<file path="src/rtl/spike_gen_pkg.sv">
// Shared types and constants for the spike generator programming path.
// The record struct is also the generator array's programming interface.
package spike_gen_pkg;

  localparam int NGENS   = 8;
  localparam int NIDX    = $clog2(NGENS);
  localparam int NPERIOD = 16;
  localparam int NTAG    = 11;
  localparam int NERR    = 8;
  localparam int NPAY    = 16;

  localparam logic [1:0] FIELD_IDX        = 2'd0;
  localparam logic [1:0] FIELD_PERIOD     = 2'd1;
  localparam logic [1:0] FIELD_TICKS      = 2'd2;
  localparam logic [1:0] FIELD_TAG_COMMIT = 2'd3;

  typedef enum logic {
    COLLECT = 1'b0,
    OUT     = 1'b1
  } state_t;

  typedef struct packed {
    logic [NIDX-1:0]    gen_idx;
    logic [NPERIOD-1:0] period;
    logic [NPERIOD-1:0] ticks;
    logic [NTAG-1:0]    tag;
  } spike_gen_prog_t;

endpackage

</file>
<file path="src/rtl/spike_gen_prog_assembler.sv">
// Collects per-field config words into one generator programming record,
// drops malformed records (counting them) and hands valid ones downstream.
module spike_gen_prog_assembler
  import spike_gen_pkg::*;
(
  input  logic               clk,
  input  logic               reset,
  input  logic               in_v,
  input  logic [17:0]        in_d,
  output logic               in_a,
  output logic               prog_v,
  output logic [NIDX-1:0]    prog_gen_idx,
  output logic [NPERIOD-1:0] prog_period,
  output logic [NPERIOD-1:0] prog_ticks,
  output logic [NTAG-1:0]    prog_tag,
  input  logic               prog_a,
  output logic               err,
  output logic [NERR-1:0]    err_count
);

  localparam logic [NPAY-1:0] NGENS_W = NPAY'(NGENS);

  state_t            state_q, state_d;
  logic              hold_q;
  logic [NPAY-1:0]   idx_q, idx_d;
  logic [NPERIOD-1:0] period_q, period_d;
  logic [NPERIOD-1:0] ticks_q, ticks_d;
  logic              fi_q, fi_d, fp_q, fp_d, ft_q, ft_d;
  spike_gen_prog_t   rec_q, rec_d;
  logic              err_q, err_d;
  logic [NERR-1:0]   cnt_q, cnt_d;

  logic [1:0]      sel;
  logic [NPAY-1:0] payload;
  logic            word_xfer;
  logic            commit;
  logic            rec_ok;

  assign sel       = in_d[17:16];
  assign payload   = in_d[15:0];
  assign word_xfer = in_v && in_a;
  assign commit    = word_xfer && (sel == FIELD_TAG_COMMIT);

  // Full 16-bit index is kept so out-of-range upper bits can be rejected.
  assign rec_ok = fi_q && fp_q && ft_q
               && (payload[NPAY-1:NTAG] == '0)
               && (idx_q[NPAY-1:NIDX] == '0) && (idx_q < NGENS_W)
               && (period_q != '0)
               && (ticks_q < period_q);

  // NOTE: sequential state uses non-blocking assignments so every register
  // samples pre-edge values regardless of process ordering.
  always_ff @(posedge clk) begin
    if (reset) begin
      // NOTE: data registers are reset too, since the outputs must read 0
      // after reset rather than whatever the last record held.
      state_q  <= COLLECT;
      hold_q   <= 1'b1;
      idx_q    <= '0;
      period_q <= '0;
      ticks_q  <= '0;
      fi_q     <= 1'b0;
      fp_q     <= 1'b0;
      ft_q     <= 1'b0;
      rec_q    <= '0;
      err_q    <= 1'b0;
      cnt_q    <= '0;
    end else begin
      state_q  <= state_d;
      hold_q   <= 1'b0;
      idx_q    <= idx_d;
      period_q <= period_d;
      ticks_q  <= ticks_d;
      fi_q     <= fi_d;
      fp_q     <= fp_d;
      ft_q     <= ft_d;
      rec_q    <= rec_d;
      err_q    <= err_d;
      cnt_q    <= cnt_d;
    end
  end

  always_comb begin
    state_d = state_q;
    case (state_q)
      COLLECT: if (commit && rec_ok) state_d = OUT;
      OUT:     if (prog_a)           state_d = COLLECT;
      default: state_d = COLLECT;
    endcase
  end

  // NOTE: every variable gets a default first so no path can infer a latch.
  always_comb begin
    idx_d    = idx_q;
    period_d = period_q;
    ticks_d  = ticks_q;
    fi_d     = fi_q;
    fp_d     = fp_q;
    ft_d     = ft_q;
    rec_d    = rec_q;
    err_d    = err_q;
    cnt_d    = cnt_q;
    if (word_xfer) begin
      case (sel)
        FIELD_IDX:    begin idx_d    = payload;              fi_d = 1'b1; end
        FIELD_PERIOD: begin period_d = payload[NPERIOD-1:0]; fp_d = 1'b1; end
        FIELD_TICKS:  begin ticks_d  = payload[NPERIOD-1:0]; ft_d = 1'b1; end
        default: begin
          fi_d = 1'b0;
          fp_d = 1'b0;
          ft_d = 1'b0;
          if (rec_ok) begin
            rec_d.gen_idx = idx_q[NIDX-1:0];
            rec_d.period  = period_q;
            rec_d.ticks   = ticks_q;
            rec_d.tag     = payload[NTAG-1:0];
          end else begin
            err_d = 1'b1;
            if (cnt_q != '1) cnt_d = cnt_q + 1'b1;
          end
        end
      endcase
    end
  end

  // Input stays back-pressured for the first cycle out of reset.
  always_comb begin
    in_a   = (state_q == COLLECT) && !hold_q;
    prog_v = (state_q == OUT);
  end

  assign prog_gen_idx = rec_q.gen_idx;
  assign prog_period  = rec_q.period;
  assign prog_ticks   = rec_q.ticks;
  assign prog_tag     = rec_q.tag;
  assign err          = err_q;
  assign err_count    = cnt_q;

endmodule

</file>
<file path="config.mk">
export PLATFORM = sky130hd
export DESIGN_NAME = spike_gen_prog_assembler
export DESIGN_NICKNAME = d
export VERILOG_FILES = /design/src/rtl/spike_gen_pkg.sv /design/src/rtl/spike_gen_prog_assembler.sv
export SDC_FILE = /design/constraint.sdc
export NUM_CORES = 1
export LEC_CHECK = 0
export ABC_AREA = 1
export CORE_MARGIN = 3
export CORE_UTILIZATION = 45
export CTS_CLUSTER_DIAMETER = 50
export DETAILED_ROUTE_END_ITERATION = 12
export PLACE_DENSITY_LB_ADDON = 0.08
export SYNTH_ARGS = -nofsm -noshare
export SYNTH_HDL_FRONTEND = slang
export SYNTH_SLANG_ARGS = --single-unit
</file>
<file path="constraint.sdc">
create_clock -name clk -period 3.6 [get_ports clk]
set_clock_uncertainty 0.1 [all_clocks]
set_input_delay 0.72 -clock clk [delete_from_list [all_inputs] [get_ports clk]]
set_output_delay 0.72 -clock clk [all_outputs]
set_load 0.005 [all_outputs]
</file>
After elaboration in Yosys (flattened, before gate mapping)
Index checks and enable logic that the tools add are counted.
{"block": "totals", "reg_bits": 108, "latchBits": 0, "ram_bits": 0, "mem_bits_ro": 0, "input_bits": 22, "output_inout_bits": 57, "wordCells": 63, "mem_count": 0}
{"block": "op_classes", "addsub": 1, "n_mul": 0, "div_mod_pow": 0, "order_cmp": 2, "n_eq_ne": 4, "shift": 0, "muxes": 7, "n_bitwise": 6, "n_reduce_logical": 29}
{"cell": "16-bit < comparator", "n": 1}
{"cell": "16-bit by 4-bit < comparator with 1-bit output, second input constant", "n": 1}
{"cell": "16-bit nonzero test", "n": 1}
{"cell": "13-bit zero test", "n": 1}
{"cell": "2-bit AND reduction", "n": 6}
{"cell": "1-bit logical AND", "n": 11}
{"cell": "8-bit by 1-bit adder with 8-bit output, second input constant", "n": 1}
{"cell": "8-bit inequality test, second input constant", "n": 1}
{"cell": "1-bit case mux with 2 select lines", "n": 4}
{"cell": "1-bit NOT", "n": 6}
{"cell": "3-bit AND reduction", "n": 2}
{"cell": "2-bit OR reduction", "n": 3}
{"cell": "5-bit zero test", "n": 1}
{"cell": "2-bit == test, second input constant", "n": 2}
{"cell": "4-bit AND reduction", "n": 1}
{"cell": "1-bit two-way mux", "n": 3}
{"cell": "3-bit OR reduction", "n": 1}
{"cell": "2-bit by 1-bit == test with 1-bit output, second input constant", "n": 1}
{"cell": "2-bit zero test", "n": 1}
{"cell": "1-bit zero test", "n": 1}

Longest topological paths before layout
Gate-level depths: netlist (run 1).
{"block": "depth", "word_depth": 10, "mapped_depth": 15, "depth_no_buf": 14}

Worst setup path after synthesis (run 1)
Ideal clock, no wire load.
{"block": "synth_timing", "path_type": "input to register", "start": "input port in_d[12]", "end": "register rec_q (netlist bit prog_gen_idx[0])", "setup_ns": 0.113, "t_arrival_ns": 1.773, "required_ns": 3.387, "slack_ns": 1.614, "cell_stages": 10, "path_buffers": 2, "cell_sequence": "nor2_1 nand2_1 nor2_1 nand3_1 nor3_2 nand3_1 buf_4 buf_2 nor2_1 nor2_1"}
{"block": "synth_between", "elab_chain_cells": 7}
{"item": "start, declared", "line_no": "spike_gen_prog_assembler.sv:9", "rtl": "input logic [17:0] in_d,"}
{"item": "5-bit zero test", "line_no": "spike_gen_prog_assembler.sv:46", "rtl": "&& (payload[NPAY-1:NTAG] == '0)"}
{"item": "1-bit logical AND", "line_no": "spike_gen_prog_assembler.sv:46"}
{"item": "1-bit logical AND (2 in a row)", "line_no": "spike_gen_prog_assembler.sv:47", "rtl": "&& (idx_q[NPAY-1:NIDX] == '0) && (idx_q < NGENS_W)"}
{"item": "1-bit logical AND", "line_no": "spike_gen_prog_assembler.sv:48", "rtl": "&& (period_q != '0)"}
{"item": "1-bit logical AND", "line_no": "spike_gen_prog_assembler.sv:49", "rtl": "&& (ticks_q < period_q);"}
{"item": "3-bit AND reduction (no source line)"}
{"item": "end signal, assigned", "line_no": "spike_gen_prog_assembler.sv:77", "rtl": "rec_q <= rec_d;"}
{"item": "end, declared", "line_no": "spike_gen_prog_assembler.sv:29", "rtl": "spike_gen_prog_t rec_q, rec_d;"}
No other way between the ends.
A chain may end at the register's enable or synchronous reset.

Worst setup path in the final report (run 1)
{"block": "layout_timing", "start": "register period_q[15]", "end": "register rec_q (netlist bit prog_ticks[5])"}
{"block": "layout_between", "elab_chain_cells": 4, "word_cells_on_any_way": 5, "classes_between": "1 x order compare; 4 x reduce/logical"}
{"item": "start, declared", "line_no": "spike_gen_prog_assembler.sv:26", "rtl": "logic [NPERIOD-1:0] period_q, period_d;"}
{"item": "start signal, assigned", "line_no": "spike_gen_prog_assembler.sv:72", "rtl": "period_q <= period_d;"}
{"item": "parallel branches: the longest is 2 deep, another holds 16-bit < comparator"}
{"item": "1-bit logical AND *", "line_no": "spike_gen_prog_assembler.sv:49"}
{"item": "3-bit AND reduction (no source line) *"}
Every way passes the cells marked *.

==> metrics.cfg, run 1 <==
[job]
cap_violations = 0

[detailed_routing]
dr.pass1.iters = 4
wl_per_cell_um = 12.8
num_vias = 4285
ant_nets = 0
drt-initial-drc-count = 233
vias_per_cell = 4.76
remaining_drc_errors = 0
routed_wl_mm = 11.5

[sta]
setup_violations = 0
setup_ws_ns = 0.995
fmax_ghz = 0.384
rsz0062_at_grt = false
tightest_slew_ns = 0.883
maxSlewHeadroom = 0.411
finalSetupTns_ns = 0
slew_viol_final = 0
period_needed_ns = 2.61
period_share = 0.724
hold_violations = 0

[critical_path]
critPathMaxStageDelay_ns = 0.67
cp-end-kind = flip-flop
rrSetupSlack_ns = 0.99
r2r_start = period_q[15]$_SDFFE_PP0P_
rr_worst_depth = 12
crit_type = flip-flop to flip-flop
path_cells = inv_1, ha_1, nand2_1, inv_1, nand3_1, a21oi_1, nor3_2, nand3_2, buf_4, nand2_1, nand2_1, nor2_1
startpoint = period_q[15]$_SDFFE_PP0P_
worst-path-stages = 12
crit_end = prog_ticks[5]$_SDFFE_PP0P_
cp_slowest_cell = buf_4
cp.arrival_ns = 2.77
timing.rr.end = prog_ticks[5]$_SDFFE_PP0P_
critPathLaunchType = flip-flop
cp.required_ns = 3.77
crit_path_frequent_cell = nand2_1
crit_buf_inv = 3
critPathMaxFanout = 92
crit_family = buffers and inverters

[cts]
root_buffer = clkbuf_8
clk_pin_slew_ns = 0.10
cts_max_level = 3
clock_latency_ns = 0.36
cts_buffers = 9
cts_buffer_depth = 2
cts_setup_buffers = 0
cts.sinks = 108
cts-hold-fix-buffers = 0
cts_tree = done
cts_resized = 0

[yosys]
avgSynthCellArea_um2 = 6.86
syn_area_mm2 = 0.00478
seq_area_frac_synth = 0.453
synth_warnings = 0
yosys_register_bits = 108
synth_fp_nets = 739
ys_types = 23
syn-instance-count = 696

[final_layout]
drive_above_1_share = 0.0365
synthToLayoutAreaGrowth_pct = 21.9
diodes = 0
final_nets = 805
fillerInstances = 982
final_cell_mix = nor2_1 (171), nand2_1 (161), dfxtp_1 (108), inv_1 (83), clkdlybuf4s50_1 (78)
final_common_cell = nor2_1

[global_route]
track_usage = 0.205
grt_pass1_wl_mm = 19.3
antenna_found_initial = 0
grt_max_degree = 93
gr-total-overflow = 0
grt_pass1_vias = 4056

[power_and_ir_drop]
vdd_drop_max_v = 0.000247
p_leak_nw = 2.77
power_w = 0.00213
p_per_area_mw_per_mm2 = 366

[floorplanning]
core-area_mm2 = 0.0100
fp.dieW_um = 109
chipHeight_um = 109
die-area_mm2 = 0.0119
start_util = 0.475
rows = 36
ioPinCount = 79

[placed_design]
gp_congestion = 0.831
port_buffers = 78
dp_hpwl_mm = 8.10
pre_cts_ws_ns = 0.613

[min_path]
hold_start = fp_q$_SDFFE_PP0P_
hold_path.class = flip-flop to flip-flop

[run_status]
status = completed

==> kinds of logic (layout without fill, tap and decap cells) <==
group,count (synthesis),count (layout),share of synthesized area
compound gates,78,78,0.0817
xor+xnor,2,2,0.00367
fa+ha+maj,21,21,0.0550
buf+inv,117,188,0.101
flops,108,108,0.453
mux,1,1,0.00210
simple gates,369,369,0.303
==> worst min-delay path by stage <==
stage,to,slack [ns],depth (start not counted)
after global routing,ticks_q[0]$_SDFFE_PP0P_,0.40,2
after detailed placement,fp_q$_SDFFE_PP0P_,0.36,2
after floorplan,fp_q$_SDFFE_PP0P_,0.33,2
final,fp_q$_SDFFE_PP0P_,0.37,2
after global placement,fp_q$_SDFFE_PP0P_,0.34,2
after CTS,fp_q$_SDFFE_PP0P_,0.37,2
==> where the power goes <==
part           switching [W]  internal, W  leakage (nW)
registers          0.0000151      0.00121         0.874
clock network       0.000407     0.000326        0.0939
logic               0.000105    0.0000662          1.80
==> stage by stage <==
stage	utilization	std cells	hold WS (ns)	instance area (um2)
2_1_floorplan	-	696	0.326	4780
3_3_place_gp	0.561	884	0.342	5630
3_5_place_dp	0.561	884	0.358	5630
4_1_cts	0.580	900	0.373	5820
5_1_grt	0.580	900	0.400	5820
6_report	0.580	900	0.373	5820
==> cells in the mapped netlist, drive strengths merged <==
master | number | area share
ha | 21 | 0.055
nand3b | 1 | 0.0016
nand3 | 29 | 0.030
nor3b | 1 | 0.0026
nand4 | 1 | 0.0013
o21ai | 33 | 0.035
a21oi | 45 | 0.047
nor2 | 171 | 0.13
nand2 | 161 | 0.13
xor2 | 2 | 0.0037
mux2i | 1 | 0.0021
nor3 | 4 | 0.0052
inv | 85 | 0.067
clkbuf | 18 | 0.014
nor4 | 1 | 0.0013
buf | 14 | 0.020
dfxtp | 108 | 0.45
==> state kept, by name, indices dropped and copies added (netlist names), 3 cells and up <==
register and count:
prog_period 16, err_count 8, prog_gen_idx 3, idx_q 16
prog_ticks 16, prog_tag 11, ticks_q 16, period_q 16
==> cell type report <==
| class | instances | area, um2 | area share |
|---|---|---|---|
| sequential | 108 | 2160 | 0.371 |
| multi-input combinational | 471 | 2130 | 0.367 |
| timing repair buffer | 87 | 848 | 0.146 |
| inverter | 85 | 319 | 0.0548 |
| tap | 133 | 166 | 0.0286 |
| clock buffer | 11 | 131 | 0.0226 |
| clock inverter | 5 | 60.1 | 0.0103 |
==> worst reg2reg max path, stage by stage, from the launching register on <==
cell and delay (ns):
dfxtp_1 0.40, inv_1 0.08, ha_1 0.31, nand2_1 0.07, inv_1 0.07, nand3_1 0.11
a21oi_1 0.23, nor3_2 0.11, nand3_2 0.06, buf_4 0.67, nand2_1 0.17, nand2_1 0.10
nor2_1 0.04
==> per-layer routing <==
layer / global-route usage / wire length (um)
met2: 0.336 / 5320
met5: 0 / 0
met1: 0.279 / 5330
met4: 0.0568 / 145
met3: 0.0332 / 731
Note: power is estimated with default switching activity, not from simulation.
==> run 2, diff against run 1 <==
- clock period: 3.6 -> 2.36 ns (I/O delays scaled with it)
==> run 2 against run 1 <==
Register-to-register slack got worse by 0.80 ns. Cell area up 6.0%. Core utilization increased by 3.5 points. Sequential cell count unchanged.
==> metrics.cfg, run 2 (synthesized netlist as in run 1, its figures left out) <==
[global_route]
grt_pass1_wl_mm = 19.1
gr-total-overflow = 0
grt_max_degree = 73
antenna_found_initial = 0
grt_pass1_vias = 4101
track_usage = 0.204

[sta]
slew_viol_final = 0
setup_violations = 0
hold_violations = 0
period_share = 0.918
period_needed_ns = 2.17
setup_ws_ns = 0.194
rsz0062_at_grt = false
maxSlewHeadroom = 0.755
fmax_ghz = 0.462
tightest_slew_ns = 0.364
finalSetupTns_ns = 0

[detailed_routing]
dr.pass1.iters = 5
num_vias = 4484
wl_per_cell_um = 13.9
drt-initial-drc-count = 249
routed_wl_mm = 12.8
vias_per_cell = 4.86
remaining_drc_errors = 0
ant_nets = 0

[floorplanning]
core-area_mm2 = 0.0100
ioPinCount = 79
rows = 36
chipHeight_um = 109
start_util = 0.475
fp.dieW_um = 109
die-area_mm2 = 0.0119

[power_and_ir_drop]
p_leak_nw = 2.95
p_per_area_mw_per_mm2 = 538
vdd_drop_max_v = 0.000283

[final_layout]
final_cell_mix = nor2_1 (171), nand2_1 (160), dfxtp_1 (107), inv_1 (83), clkdlybuf4s50_1 (78)
synthToLayoutAreaGrowth_pct = 29.2
fillerInstances = 956
final_common_cell = nor2_1
final_nets = 828
diodes = 0
drive_above_1_share = 0.0696

[placed_design]
dp_hpwl_mm = 8.42
pre_cts_ws_ns = 0.00811
gp_congestion = 0.825
port_buffers = 78

[min_path]
hold_start = ft_q$_SDFFE_PP0P_
hold_path.class = flip-flop to flip-flop
hold_end = ft_q$_SDFFE_PP0P_
whs_path_depth = 2

[cts]
cts.sinks = 108
clk_pin_slew_ns = 0.10
cts_buffers = 9
cts_buffer_depth = 2
clock_latency_ns = 0.37
cts_tree = done
root_buffer = clkbuf_8
cts_max_level = 3

[critical_path]
timing.rr.end = prog_period[6]$_SDFFE_PP0P_
crit_type = flip-flop to flip-flop
rr_worst_depth = 12
critPathLaunchType = flip-flop
path_cells = inv_1, ha_1, nand2_1, nor2_1, nor3_1, nand2_1, nor3_4, nand3_4, buf_12, buf_6, nor2_1, nor2_1
rrSetupSlack_ns = 0.19
cp-end-kind = flip-flop
cp.required_ns = 2.53
critPathMaxStageDelay_ns = 0.36
r2r_start = period_q[15]$_SDFFE_PP0P_
cp_slowest_cell = dfxtp_2
crit_path_frequent_cell = nor2_1
critPathMaxFanout = 18
cp.arrival_ns = 2.33

[run_status]
status = completed

[job]
cap_violations = 0

[run 2: area by class of cell]
class | instances | area, um2 | share of cell area
inverter | 85 | 319 | 0.0517
sequential | 108 | 2160 | 0.351
timing repair buffer | 110 | 1160 | 0.189
multi-input combinational | 471 | 2150 | 0.349
tap | 133 | 166 | 0.0270
clock inverter | 5 | 61.3 | 0.00994
clock buffer | 11 | 141 | 0.0229
[run 2: how the worst max path moves through the flow]
stage | end | cells after the start | startpoint
4_1_cts | prog_ticks[4]$_SDFFE_PP0P_ | 11 | period_q[15]$_SDFFE_PP0P_
2_1_floorplan | prog_gen_idx[0]$_SDFFE_PP0P_ | 12 | period_q[15]$_SDFFE_PP0P_
6_report | prog_period[6]$_SDFFE_PP0P_ | 12 | period_q[15]$_SDFFE_PP0P_
3_3_place_gp | err_count[6]$_SDFFE_PP0P_ | 12 | in_d[12]
5_1_grt | prog_tag[4]$_SDFFE_PP0P_ | 13 | period_q[15]$_SDFFE_PP0P_
3_5_place_dp | err_count[5]$_SDFFE_PP0P_ | 12 | in_d[12]
[run 2: metal layers]
| metal | GRT usage | vias up | wire, um | share of wire |
|---|---|---|---|---|
| li1 | - | 2305 | - | - |
| met1 | 0.264 | 2039 | 5820 | 0.45 |
| met2 | 0.346 | 129 | 6120 | 0.48 |
| met3 | 0.0385 | 11 | 742 | 0.058 |
| met4 | 0.0586 | 0 | 144 | 0.011 |
| met5 | 0 | - | 0 | 0 |
[run 2: per-stage QoR]
step / hold WS [ns] / util / power (W) / area (um2) / instances
CTS: 0.369 / 0.595 / 0.00334 / 5980 / 914
floorplan: 0.326 / - / 0.00206 / 4780 / 696
global placement: 0.345 / 0.575 / 0.00219 / 5770 / 898
detailed placement: 0.352 / 0.575 / 0.00220 / 5770 / 898
global route: 0.382 / 0.614 / 0.00343 / 6170 / 923
finish: 0.368 / 0.614 / 0.00332 / 6170 / 923
[run 2: repair_timing]
item / 4_1_cts / 5_1_grt
hold buffers: 0 / 0
setup endpoints to repair: 0 / 43
buffers inserted: 0 / 2
resized for setup: 0 / 8
[run 2: power by group]
group,total (W),internal (W),switching (W)
Sequential,0.00188,0.00185,0.0000234
Combinational,0.000289,0.000117,0.000172
Clock,0.00116,0.000523,0.000634
Total,0.00332,0.00249,0.000829
[run 2: worst max-delay path: cells and delay by family (launching register included)]
| kind | cells | cell delay, ns |
|---|---|---|
| flip-flops | 1 | 0.36 |
| buffers and inverters | 3 | 0.40 |
| AND/OR/NAND/NOR | 8 | 0.90 |
| adder cells (fa/ha/maj) | 1 | 0.30 |
